$ cat config.mk
export PLATFORM = sky130hd
export DESIGN_NAME = pipe_stage_reg
export DESIGN_NICKNAME = d
export VERILOG_FILES = /design/src/rtl/pipe_pkg.sv /design/src/rtl/pipe_stage_reg_tnew_sat_dec.sv /design/src/rtl/pipe_stage_reg.sv
export SDC_FILE = /design/constraint.sdc
export NUM_CORES = 1
export LEC_CHECK = 0
export BUFFER_PORTS_ARGS = -buffer_cell sky130_fd_sc_hd__buf_2
export CORE_AREA = 2 2 153 155
export CTS_CLUSTER_SIZE = 12
export DETAILED_ROUTE_END_ITERATION = 16
export DIE_AREA = 0 0 155 157
export PLACE_DENSITY = 0.65
export RECOVER_POWER = 100
export SLEW_MARGIN = 15
export SYNTH_ARGS = -nofsm -noshare
export SYNTH_HDL_FRONTEND = slang
export SYNTH_SLANG_ARGS = --single-unit
$ cat constraint.sdc
create_clock -name clk -period 1.2 [get_ports clk]
set_input_delay 0.06 -clock clk [delete_from_list [all_inputs] [get_ports clk]]
set_output_delay 0.06 -clock clk [all_outputs]
set_load 0.03 [all_outputs]
$ cat src/rtl/pipe_pkg.sv
// Shared pipeline definitions: NOP encoding, default Tnew width, exception codes
// and the per-cycle stage action used by the pipeline registers.
package pipe_pkg;

   localparam logic [31:0] NOP            = 32'h0000_0000;
   localparam int          TNEW_W_DEFAULT = 4;

   // ExcCode values carried on exc_in; zero means no exception.
   localparam logic [4:0] EXC_NONE    = 5'd0;
   localparam logic [4:0] EXC_ADEL    = 5'd4;
   localparam logic [4:0] EXC_ADES    = 5'd5;
   localparam logic [4:0] EXC_SYSCALL = 5'd8;
   localparam logic [4:0] EXC_RI      = 5'd10;
   localparam logic [4:0] EXC_OV      = 5'd12;

   typedef enum logic [1:0] {
      ACT_LOAD,
      ACT_STALL,
      ACT_FLUSH
   } stage_act_e;

endpackage

$ cat src/rtl/pipe_stage_reg_tnew_sat_dec.sv
// Combinational saturating decrement of the Tnew hazard counter; never wraps
// below zero. TNEW_DEC is 0 or 1.
module tnew_sat_dec #(
   parameter int TNEW_W   = 4,
   parameter int TNEW_DEC = 1
) (
   input  logic [TNEW_W-1:0] tnew_i,
   output logic [TNEW_W-1:0] tnew_o
);

   localparam logic [TNEW_W-1:0] DEC_V = TNEW_W'(TNEW_DEC);

   // With a step of at most 1, only a zero input can underflow.
   assign tnew_o = (tnew_i == '0) ? '0 : tnew_i - DEC_V;

endmodule

$ cat src/rtl/pipe_stage_reg.sv
// Pipeline stage register with stall/flush and Tnew countdown.
// Define PIPE_STAGE_REG_EXC_EN to add the exception code / branch-delay fields.
module pipe_stage_reg
   import pipe_pkg::*;
#(
   parameter int NWORD            = 4,
   parameter int TNEW_W           = TNEW_W_DEFAULT,
   parameter int TNEW_DEC         = 1,
   parameter bit KEEP_PC_ON_FLUSH = 1'b0
) (
   input  logic                  clk,
   input  logic                  reset,
   input  logic                  stall,
   input  logic                  flush,
   input  logic                  valid_in,
   input  logic [31:0]           instr_in,
   input  logic [31:0]           pc_in,
   input  logic [NWORD*32-1:0]   data_in,
   input  logic [TNEW_W-1:0]     tnew_in,
`ifdef PIPE_STAGE_REG_EXC_EN
   input  logic [4:0]            exc_in,
   input  logic [0:0]            bd_in,
   output logic [4:0]            exc_out,
   output logic [0:0]            bd_out,
`endif
   output logic                  valid_out,
   output logic [31:0]           instr_out,
   output logic [31:0]           pc_out,
   output logic [NWORD*32-1:0]   data_out,
   output logic [TNEW_W-1:0]     tnew_out
);

   logic                valid_q, valid_d;
   logic [31:0]         instr_q, instr_d;
   logic [31:0]         pc_q, pc_d;
   logic [NWORD*32-1:0] data_q, data_d;
   logic [TNEW_W-1:0]   tnew_q, tnew_d;
   logic [TNEW_W-1:0]   tnew_dec;
`ifdef PIPE_STAGE_REG_EXC_EN
   logic [4:0]          exc_q, exc_d;
   logic [0:0]          bd_q, bd_d;
`endif
   stage_act_e          act;

   tnew_sat_dec #(
      .TNEW_W   (TNEW_W),
      .TNEW_DEC (TNEW_DEC)
   ) u_tnew_dec (
      .tnew_i (tnew_in),
      .tnew_o (tnew_dec)
   );

   // Reset is handled in the flop block; flush outranks stall here.
   always_comb begin
      if (flush)      act = ACT_FLUSH;
      else if (stall) act = ACT_STALL;
      else            act = ACT_LOAD;
   end

   always_comb begin
      // NOTE: every _d starts from its _q so no branch of the case can leave one unassigned and infer a latch.
      valid_d = valid_q;
      instr_d = instr_q;
      pc_d    = pc_q;
      data_d  = data_q;
      tnew_d  = tnew_q;
`ifdef PIPE_STAGE_REG_EXC_EN
      exc_d   = exc_q;
      bd_d    = bd_q;
`endif
      case (act)
         ACT_FLUSH: begin
            valid_d = 1'b0;
            instr_d = NOP;
            pc_d    = KEEP_PC_ON_FLUSH ? pc_in : 32'h0;
            data_d  = '0;
            tnew_d  = '0;
`ifdef PIPE_STAGE_REG_EXC_EN
            exc_d   = EXC_NONE;
            bd_d    = KEEP_PC_ON_FLUSH ? bd_in : 1'b0;
`endif
         end
         ACT_STALL: ;
         default: begin
            valid_d = valid_in;
            instr_d = instr_in;
            pc_d    = pc_in;
            data_d  = data_in;
            tnew_d  = valid_in ? tnew_dec : '0;
`ifdef PIPE_STAGE_REG_EXC_EN
            exc_d   = exc_in;
            bd_d    = bd_in;
            // A faulting instruction becomes a nop that produces no result.
            if (exc_in != EXC_NONE) begin
               instr_d = NOP;
               tnew_d  = '0;
            end
`endif
         end
      endcase
   end

   always_ff @(posedge clk) begin
      // NOTE: state registers use non-blocking assignment so all flops update together from pre-edge values.
      if (reset) begin
         valid_q <= 1'b0;
         instr_q <= '0;
         pc_q    <= '0;
         data_q  <= '0;
         tnew_q  <= '0;
`ifdef PIPE_STAGE_REG_EXC_EN
         exc_q   <= '0;
         bd_q    <= '0;
`endif
      end else begin
         valid_q <= valid_d;
         instr_q <= instr_d;
         pc_q    <= pc_d;
         data_q  <= data_d;
         tnew_q  <= tnew_d;
`ifdef PIPE_STAGE_REG_EXC_EN
         exc_q   <= exc_d;
         bd_q    <= bd_d;
`endif
      end
   end

   assign valid_out = valid_q;
   assign instr_out = instr_q;
   assign pc_out    = pc_q;
   assign data_out  = data_q;
   assign tnew_out  = tnew_q;
`ifdef PIPE_STAGE_REG_EXC_EN
   assign exc_out   = exc_q;
   assign bd_out    = bd_q;
`endif

endmodule
==> results.yml <==
cts:
  cts_resized: 0
  cts_tree: "yes"
  post_cts_buffers: 0
  cts_max_level: 4
  clock_latency_ns: 0.42
  cts.sinks: 197
  clkTransAtPathRegs_ns: 0.07
  cts-buffers-inserted: 17
  clockBufferDepth: 2
  hold_buffers: 196
  root_buffer: "clkbuf_16"
global_routing:
  grt_antenna_before_repair: 0
  grt_pass1_vias: 6875
  grt_max_degree: 106
  grt_pass1_wl_mm: 34.8
  grt_overflow: 0
  gr-usage-all-layers_pct: 18.0
final_layout:
  finalNetCount: 1446
  syn2layout_area_growth_pct: 62.3
  drive_above_1_share_pct: 39.9
  n_antenna_cell: 0
  final_area_um2: 12100
  instances_no_fill: 1540
sta:
  hold_viol: 0
  period_share_pct: 91.1
  hold_slack_ns: 0.0613
  setup_viol: 0
  tightest_slew_ns: 0.949
  finalClockSkew_ns: 0
  fin_setup_tns_ns: 0
  finalMaxSlewViolations: 0
  rsz0062_at_grt: "false"
  layout_min_cycle_time_ns: 1.09
  max_slew_margin_pct: 36.7
  fmaxAchievable_ghz: 0.915
synth:
  netlist_area_um2: 7440
  avgSynthCellArea_um2: 11.5
  synth.yosys.seq_area_share_pct: 53.0
  synthCells: 648
  syn_nets: 851
  ys_ff_latch: 197
  ys_warn_count: 0
  synth.top_cell.area_share_pct: 53.0
  synth.area.top_cells: "dfxtp_1 53%, mux2i_1 26%, nor2_2 7.6%, nor2_1 4.8%, buf_6 2.7%"
  yosysTopAreaCell: "dfxtp_1"
  synth_cell_types: 22
floorplanning:
  ios: 398
  die_h_um: 157
  coreArea_um2: 22500
  initial_utilization_pct: 33.0
  dieArea_um2: 24300
  die_w_um: 155
  rows: 55
drt:
  via_count: 6794
  postRouteAntennaNets: 0
  totalWireLength_mm: 23.1
  wl_per_cell_um: 15.0
  drc: 0
  detail_route.vias_per_cell: 4.41
  drt_iter0_markers: 233
  firstDrtPassIters: 4
worst_setup_path:
  cp-start-kind: "register"
  path_class: "register to output port"
  crit_required_ns: 1.14
  path_cells: "clkbuf_2"
  max_stage_delay_ns: 0.38
  slowest_stage: "dfxtp_1"
  crit_buf_inv: 1
  crit_arrival_ns: 1.03
  end_kind: "output port"
  cp_top_family: "flip-flops"
  critPathMaxFanout: 2
place:
  place_inst: 1313
  gp_congestion: 0.779
  dp.final_hpwl_mm: 14.8
  io_buffers: 397
  placed_area_um2: 9720
outcome:
  status: "complete, no violations"
power_and_ir_drop:
  peakVddDrop_uv: 754
  power_mw: 14.7
  p_leak_nw: 5.96
  power_density_nw_per_um2: 1220
job:
  cap_violations: 0
hold_path:
  worstHoldPathType: "input pin to register"
==> cell families after synthesis <==
family | share of synthesized area (%)
and+or+nand+nor | 14.6
muxes | 26.0
AOI/OAI and AO/OA | 0.454
adders and majority gates | 0.336
xor gates and xnor gates | 0.236
buffers and inverters | 5.37
DFF | 53.0
==> state kept, by name, summed over array words and instances, names as in the netlist <==
name / count
data_out: 128
instr_out: 32
pc_out: 32
tnew_out: 4
valid_out: 1
==> worst paths after layout <==
path | depth (start not counted) | to | slack (ns) | from
setup / recovery | 1 | data_out[0] | 0.11 | data_out[0]
hold / removal | 4 | tnew_out[3] | 0.06 | tnew_in[0]
hold reg to reg | 2 | instr_out[9] | 0.50 | instr_out[9]
setup reg to reg | 2 | data_out[40] | 0.48 | data_out[40]
==> layer usage <==
metal  up-vias  track usage [%]  part of all wire [%]  wire length [um]
li1       3347                -                     -                 -
met1      3125             19.1                    40              9160
met2       286             33.4                    50             11700
met3        36             5.29                   7.3              1700
met4         0             6.92                   2.6               601
met5         -                0                     0                 0
==> report_power, final <==
part / switching, mW / internal (mW)
registers: 0.116 / 6.75
clock network: 2.66 / 2.74
logic: 1.27 / 1.21
==> metrics by stage <==
stage | utilization [%] | worst slack, ns
final | 53.6 | 0.107
after global routing | 53.6 | 0.0412
after CTS | 54.4 | 0.102
after detailed placement | 43.2 | 0.0177
after global placement | 43.2 | 0.0536
after floorplan | - | 0.196
==> cell usage in the layout (no fill, tap or decap), types with 5 or more instances in the layout <==
| cell | synthesis | final |
|---|---|---|
| nor2_4 | 10 | 10 |
| buf_2 | 7 | 197 |
| dlygate4sd3_1 | 0 | 196 |
| inv_8 | 0 | 5 |
| dfxtp_1 | 197 | 197 |
| mux2i_1 | 193 | 193 |
| clkbuf_16 | 0 | 17 |
| clkbuf_2 | 0 | 199 |
| nor2_2 | 90 | 44 |
| clkbuf_1 | 0 | 10 |
| nor2_1 | 96 | 142 |
| buf_12 | 0 | 8 |
| buf_4 | 18 | 11 |
==> final cells by class <==
cell class | count | area [um2]
Clock buffer | 19 | 433
Clock inverter | 12 | 115
Fill cell | 1935 | 10400
Inverter | 3 | 11.3
Multi-Input combinational cell | 404 | 2980
Sequential cell | 197 | 3940
Tap cell | 285 | 357
Timing Repair Buffer | 620 | 4230
==> cells in the mapped netlist, drive strengths merged <==
cell type	number
ha	2
a32oi	3
xnor2	1
nand3b	1
xor2	1
nor2b	1
nor3b	1
o31ai	1
mux2i	193
or3b	1
or2	1
dfxtp	197
buf	44
nor2	196
nor3	1
inv	3
nand2	1
No activity file was read; power rests on OpenSTA's default activity.
